[src/rtl/reg_arb_pkg.sv]
// Shared types and constants for the register-port arbiter.
// REG_ARB_FIXED_PRIO_EN selects fixed priority instead of round-robin.
package reg_arb_pkg;

    typedef enum logic [1:0] {
        IDLE,
        ISSUE,
        DONE
    } state_t;

    localparam int DATA_W_DEF = 32;
    localparam int MAX_REQ    = 8;
    localparam int IDX_W      = $clog2(MAX_REQ);

    function automatic int be_w(input int dw);
        return dw / 8;
    endfunction

endpackage

[src/rtl/reg_arb_picker.sv]
// Combinational winner search over the request vector.
// REG_ARB_FIXED_PRIO_EN: lowest index wins and rr_ptr is ignored.
module reg_arb_picker
    import reg_arb_pkg::*;
#(
    parameter int NUM_REQ = 4
) (
    input  logic [NUM_REQ-1:0] req_valid,
    input  logic [IDX_W-1:0]   rr_ptr,
    output logic [IDX_W-1:0]   grant,
    output logic               any_valid
);

    logic             hit_lo;
    logic [IDX_W-1:0] idx_lo;

`ifndef REG_ARB_FIXED_PRIO_EN
    logic             hit_hi;
    logic [IDX_W-1:0] idx_hi;

    // Two passes: first at/above the pointer, then wrap to the bottom.
    always_comb begin
        hit_hi = 1'b0;
        idx_hi = '0;
        hit_lo = 1'b0;
        idx_lo = '0;
        for (int j = 0; j < NUM_REQ; j++) begin
            if (!hit_hi && req_valid[j] && (IDX_W'(j) >= rr_ptr)) begin
                hit_hi = 1'b1;
                idx_hi = IDX_W'(j);
            end
            if (!hit_lo && req_valid[j]) begin
                hit_lo = 1'b1;
                idx_lo = IDX_W'(j);
            end
        end
    end

    assign grant = hit_hi ? idx_hi : idx_lo;
`else
    logic unused_ptr;
    assign unused_ptr = ^rr_ptr;

    always_comb begin
        hit_lo = 1'b0;
        idx_lo = '0;
        for (int j = 0; j < NUM_REQ; j++) begin
            if (!hit_lo && req_valid[j]) begin
                hit_lo = 1'b1;
                idx_lo = IDX_W'(j);
            end
        end
    end

    assign grant = idx_lo;
`endif

    assign any_valid = |req_valid;

endmodule

[src/rtl/reg_avalon_arbiter.sv]
// Shares one Avalon-MM register slave among NUM_REQ requesters.
// REG_ARB_FIXED_PRIO_EN selects fixed priority (no rr_ptr).
module reg_avalon_arbiter
    import reg_arb_pkg::*;
#(
    parameter  int NUM_REQ = 4,
    parameter  int DATA_W  = DATA_W_DEF,
    localparam int BE_W    = be_w(DATA_W)
) (
    input  logic                      clk,
    input  logic                      reset,
    input  logic [NUM_REQ-1:0]        req_valid,
    input  logic [NUM_REQ-1:0]        req_write,
    input  logic [NUM_REQ*BE_W-1:0]   req_byteenable,
    input  logic [NUM_REQ*DATA_W-1:0] req_writedata,
    output logic [NUM_REQ-1:0]        req_ready,
    output logic [NUM_REQ-1:0]        rsp_valid,
    output logic [DATA_W-1:0]         rsp_readdata,
    output logic                      av_chipselect,
    output logic                      av_read,
    output logic                      av_write,
    output logic [BE_W-1:0]           av_byteenable,
    output logic [DATA_W-1:0]         av_writedata,
    input  logic [DATA_W-1:0]         av_readdata,
    input  logic                      av_waitrequest
);

    state_t           state;
    logic [IDX_W-1:0] rr_ptr;
    logic [IDX_W-1:0] grant;
    logic [IDX_W-1:0] g_q;
    logic             any_valid;

    logic               sel_write;
    logic [BE_W-1:0]    sel_be;
    logic [DATA_W-1:0]  sel_wd;
    logic [NUM_REQ-1:0] grant_oh;
    logic [NUM_REQ-1:0] g_q_oh;

    reg_arb_picker #(
        .NUM_REQ (NUM_REQ)
    ) u_picker (
        .req_valid (req_valid),
        .rr_ptr    (rr_ptr),
        .grant     (grant),
        .any_valid (any_valid)
    );

    // Payload mux for the winner and one-hot decodes of both indices.
    always_comb begin
        sel_write = 1'b0;
        sel_be    = '0;
        sel_wd    = '0;
        grant_oh  = '0;
        g_q_oh    = '0;
        for (int i = 0; i < NUM_REQ; i++) begin
            if (grant == IDX_W'(i)) begin
                sel_write   = req_write[i];
                sel_be      = req_byteenable[i*BE_W +: BE_W];
                sel_wd      = req_writedata[i*DATA_W +: DATA_W];
                grant_oh[i] = 1'b1;
            end
            if (g_q == IDX_W'(i)) begin
                g_q_oh[i] = 1'b1;
            end
        end
    end

    // The av_* registers double as the latched command.
    always_ff @(posedge clk or posedge reset) begin
        if (reset) begin
            state         <= IDLE;
            g_q           <= '0;
            req_ready     <= '0;
            rsp_valid     <= '0;
            rsp_readdata  <= '0;
            av_chipselect <= 1'b0;
            av_read       <= 1'b0;
            av_write      <= 1'b0;
            av_byteenable <= '0;
            av_writedata  <= '0;
        end else begin
            req_ready <= '0;
            rsp_valid <= '0;
            unique case (state)
                IDLE: begin
                    if (any_valid) begin
                        g_q           <= grant;
                        req_ready     <= grant_oh;
                        av_chipselect <= 1'b1;
                        av_write      <= sel_write;
                        av_read       <= ~sel_write;
                        av_byteenable <= sel_be;
                        av_writedata  <= sel_wd;
                        state         <= ISSUE;
                    end
                end
                ISSUE: begin
                    if (!av_waitrequest) begin
                        if (av_read) begin
                            rsp_readdata <= av_readdata;
                        end
                        rsp_valid     <= g_q_oh;
                        av_chipselect <= 1'b0;
                        av_read       <= 1'b0;
                        av_write      <= 1'b0;
                        av_byteenable <= '0;
                        av_writedata  <= '0;
                        state         <= DONE;
                    end
                end
                DONE: begin
                    state <= IDLE;
                end
                default: begin
                    state <= IDLE;
                end
            endcase
        end
    end

`ifndef REG_ARB_FIXED_PRIO_EN
    logic [IDX_W-1:0] ptr_next;

    assign ptr_next = (g_q == IDX_W'(NUM_REQ - 1)) ?
                      '0 : g_q + IDX_W'(1);

    always_ff @(posedge clk or posedge reset) begin
        if (reset) begin
            rr_ptr <= '0;
        end else if (state == DONE) begin
            rr_ptr <= ptr_next;
        end
    end
`else
    assign rr_ptr = '0;
`endif

endmodule

[config.mk]
export PLATFORM = sky130hd
export DESIGN_NAME = reg_avalon_arbiter
export DESIGN_NICKNAME = d
export VERILOG_FILES = /design/src/rtl/reg_arb_pkg.sv /design/src/rtl/reg_arb_picker.sv /design/src/rtl/reg_avalon_arbiter.sv
export SDC_FILE = /design/constraint.sdc
export NUM_CORES = 1
export LEC_CHECK = 0
export CAP_MARGIN = 20
export CELL_PAD_IN_SITES_DETAIL_PLACEMENT = 0
export CELL_PAD_IN_SITES_GLOBAL_PLACEMENT = 2
export CORE_MARGIN = 10
export CORE_UTILIZATION = 21
export DETAILED_ROUTE_END_ITERATION = 6
export PLACE_DENSITY = 0.81
export SKIP_CTS_REPAIR_TIMING = 1
export SYNTH_ARGS = -nofsm -noshare
export SYNTH_HDL_FRONTEND = slang
export SYNTH_HIERARCHICAL = 1
export SYNTH_SLANG_ARGS = --single-unit
[constraint.sdc]
create_clock -name clk -period 3.2 [get_ports clk]
set_input_delay 0.64 -clock clk [delete_from_list [all_inputs] [get_ports clk]]
set_output_delay 0.64 -clock clk [all_outputs]
set_load 0.01 [all_outputs]
==> flow_results.org <==
** Worst setup path
- Data arrives at the worst endpoint at ~2.8 ns.
- RR Startpoint :: rr_ptr[0]
- The critical path runs through a total of 9 cells.
- The worst setup path is launched from an input pin.
- Worst path buffer plus inverter count :: 2
- Setup Crit Path Kind :: in -> reg
- The worst register-to-register path ends at av_byteenable[2].
- Slowest cell delay on critical path :: ~0.46 ns
- STA classifies the critical path endpoint as a flop.
- Worst path slowest cell :: sky130_fd_sc_hd__clkdlybuf4s50_1
- CP max FO :: 28
- Setup slack of the most critical reg-to-reg path :: just under 0.9 ns
- For the worst flop-to-flop path, the logic depth is 8.
- For the worst setup path, the data required time is approximately 3.4 ns.
- Traced cell by cell, the critical path runs through clkdlybuf4s50_1, a21boi_2, a21oi_1, a31oi_1, o32ai_4, nand3b_1, buf_4, o21ai_0, o2bb2ai_1.
- Grouping stages by cell kind, the critical path spends the most delay in compound AO/OA/AOI/OAI gates.

** Die
- The die covers ~0.026 mm2.
- Floorplan die width :: 162 um
- Number of rows in the core area :: 52
- Core outline area :: a little over 0.02 mm2
- Pin placement for this block handled between 200 and 300 I/O pins.
- Initial Utilization :: about a fifth
- Chip Height :: between 150 and 200 um

** Worst hold path
- Cell depth of the worst min-delay path :: 1
- Type of the worst min-delay path :: reg -> reg
- End point of the most critical hold path :: rsp_readdata[28]
- Start point of the worst min-delay path :: rsp_readdata[28]

** STA
- Final critical-path share of the clock period :: slightly above 80%
- The number of hold violations in the final report came to 0.
- Setup tns final :: 0 ns
- Maximum clock frequency :: between 0.3 and 0.4 GHz
- Post-route worst hold slack :: between 0.4 and 0.5 ns
- Setup repair after global routing missed its margin :: no
- Post-layout minimum cycle time :: between 2 and 3 ns
- Post-Route Skew :: just under 0.009 ns
- Slew headroom :: around 42%
- Setup violations remaining at the end of the flow were counted as 0.
- Slew Limit Fails :: 0
- Slew at the pin with the worst max-slew slack :: between 0.8 and 0.9 ns

** Yosys
- Synthesized net count :: about 550
- The portion of synthesized area spent on multiplexers is 19.2%.
- Most area-consuming cells after synthesis :: sky130_fd_sc_hd__dfrtp_1, sky130_fd_sc_hd__mux2_2, sky130_fd_sc_hd__mux2_1
- Yosys warns :: 6
- Synth Area in Compound Gates :: between 15 and 20%
- After synthesis, the largest area contributor takes up about half of total cell area.
- #FFs+latches synth :: 87
- Post-synth EDFFs :: 0
- Fraction of synthesis flops using an asynchronous set or reset pin :: between 90% and 100%
- After synthesis the cells add up to roughly 0.0043 mm2.
- By count the netlist is led by sky130_fd_sc_hd__dfrtp_1, sky130_fd_sc_hd__mux2_2, sky130_fd_sc_hd__o21ai_0.
- Simple-gate share of the synthesized area :: approximately 4.7%
- By area, the combinational part of the netlist is dominated by compound AO/OA/AOI/OAI gates.
- A synthesized cell averages approximately 12 um2.
- Library cell with the largest summed area after synthesis :: sky130_fd_sc_hd__dfrtp_1
- In the post-synthesis netlist, the cell with the most instances is sky130_fd_sc_hd__dfrtp_1.
- Gate count of the mapped netlist :: approximately 360
- For this run, the leading register cell type out of synthesis is sky130_fd_sc_hd__dfrtp_1.
- Sequential-to-total area share from yosys stat :: around half
- Area share of fa/ha/maj cells after synthesis :: under 10%
- Number of library cell types mapped by synthesis :: 34
- XOR/XNOR Fraction of Synth Area :: 0%

** Final layout
- Layout overhead on the synthesized area :: 78.4%
- In the final layout, the share of cells above drive strength 1 is a little over an eighth.
- Measured on the finished design, the core utilization comes to 37.8%.
- The finished cells cover roughly 0.0076 mm2.
- Leaving out filler cells and counting taps, the final layout contains 900.
- Nets@finish :: roughly 820

** Clock tree
- Clock-pin slew was measured on the worst setup and hold paths at roughly 0.070 ns.
- The longest clock path from root to sink contains 2 buffers.
- H-tree lvl count :: 3
- Total CTS buffers :: 9
- Clock tree synthesis found a total of 87 sinks.
- CTS tree :: yes
- Clock latency on the worst-skew pair, taken at its later pin, is ~0.34 ns.
- Clock Root Buffer :: sky130_fd_sc_hd__clkbuf_16

** Route
- Antenna violation net count after detailed routing :: 0
- Vias per cell :: approximately 4.4
- The routed design has 17.6 mm of wire.
- Count of TritonRoute iterations in the first routing pass :: 5
- Average detailed-routed wire length per instance :: between 15 and 20 um
- The routed layout has 4,002 vias.
- Remaining DRCs :: 0
- Number of design-rule violations left by the first detailed-router iteration :: around 160

** Power
- Dividing total power by cell area gives a power density of 748 mW/mm2.
- Maximum vdd drop :: 0.250 mV
- The analysis attributes to cell leakage a power of a little under 3 nW.

** Placed design
- Placed Instance Area :: roughly 0.0073 mm2
- Routability-driven placement finished with a final weighted congestion of 0.819.
- Number of port buffers :: 265
- Number of placed instances with taps included :: 883
- Detailed placement ended at an HPWL of roughly 14 mm.

** Run status
- Outcome :: completed

** GRT
- First-pass GRT wire length :: 27.0 mm
- Largest net degree at the start of global routing :: 50
- The number of global-route vias before repair was between 4,000 and 5,000.
- The initial antenna violation count was 0.
- For this run the aggregate overflow at the end of global routing stands at 0.
- Total global routing track utilization :: 13.1%

** Job
- Max-cap violation count :: 0
## cell type report
class                      instances  area (um2)
tap                              270         338
clock buffer                       9         225
antenna                            1        2.50
sequential                        87        2180
multi-input combinational        238        1950
inverter                           9        35.0
fill                            1932       12500
clock inverter                     7        80.1
timing repair buffer             279        2780
## registers in the layout (all words and copies together) (netlist names)
name	flops
g_q	3
rr_ptr	3
rsp_readdata	32
av_byteenable	4
req_ready	4
rsp_valid	4
state	2
av_writedata	32
av_chipselect	1
av_read	1
av_write	1
## kinds of logic after synthesis
group           Yosys count
compound gates          125
mux                      73
other cells               1
flops                    87
simple gates             35
buf+inv                  38
fa+ha+maj                 4
## power by group
group | internal [mW] | total (mW) | leakage [nW] | switching, mW
registers | 1.54 | 1.81 | 1.10 | 0.272
clock network | 0.613 | 1.08 | 0.143 | 0.465
logic | 1.55 | 2.79 | 1.71 | 1.23
## how the worst max path moves through the flow
stage | startpoint | slack [ns] | end
2_1_floorplan | reset | 0.31 | av_byteenable[0]
3_3_place_gp | req_valid[0] | 0.27 | av_writedata[11]
3_5_place_dp | req_valid[0] | 0.19 | av_byteenable[2]
4_1_cts | req_valid[0] | 0.55 | av_byteenable[2]
5_1_grt | req_valid[0] | 0.34 | av_byteenable[2]
6_report | req_valid[2] | 0.57 | av_byteenable[2]
## placed cells by master, fill, tap and decap left out, types with 7 or more instances in the layout
| cell | count |
|---|---|
| sky130_fd_sc_hd__nand2_1 | 10 |
| sky130_fd_sc_hd__mux2_1 | 30 |
| sky130_fd_sc_hd__mux2_2 | 40 |
| sky130_fd_sc_hd__o21ai_0 | 38 |
| sky130_fd_sc_hd__o2bb2ai_1 | 37 |
| sky130_fd_sc_hd__dfrtp_1 | 87 |
| sky130_fd_sc_hd__clkdlybuf4s50_1 | 265 |
| sky130_fd_sc_hd__inv_1 | 7 |
| sky130_fd_sc_hd__o22ai_1 | 37 |
| sky130_fd_sc_hd__clkbuf_16 | 9 |
| sky130_fd_sc_hd__buf_4 | 12 |
## per-stage QoR
| stage | worst slack, ns | power [mW] |
|---|---|---|
| 2_1_floorplan | 0.310 | 3.10 |
| 3_3_place_gp | 0.271 | 4.62 |
| 3_5_place_dp | 0.190 | 4.67 |
| 4_1_cts | 0.548 | 5.80 |
| 5_1_grt | 0.344 | 6.07 |
| 6_report | 0.575 | 5.68 |
## metal layers
layer | share of wire [%] | vias up | routed length [um] | global-route usage [%]
li1 | - | 1884 | - | -
met2 | 50 | 172 | 8820 | 22.8
met5 | 0 | - | 0 | 0
met4 | 1.5 | 0 | 258 | 4.18
met1 | 40 | 1931 | 7000 | 14.3
met3 | 8.6 | 15 | 1510 | 5.28
Note: power is estimated with default switching activity, not from simulation.
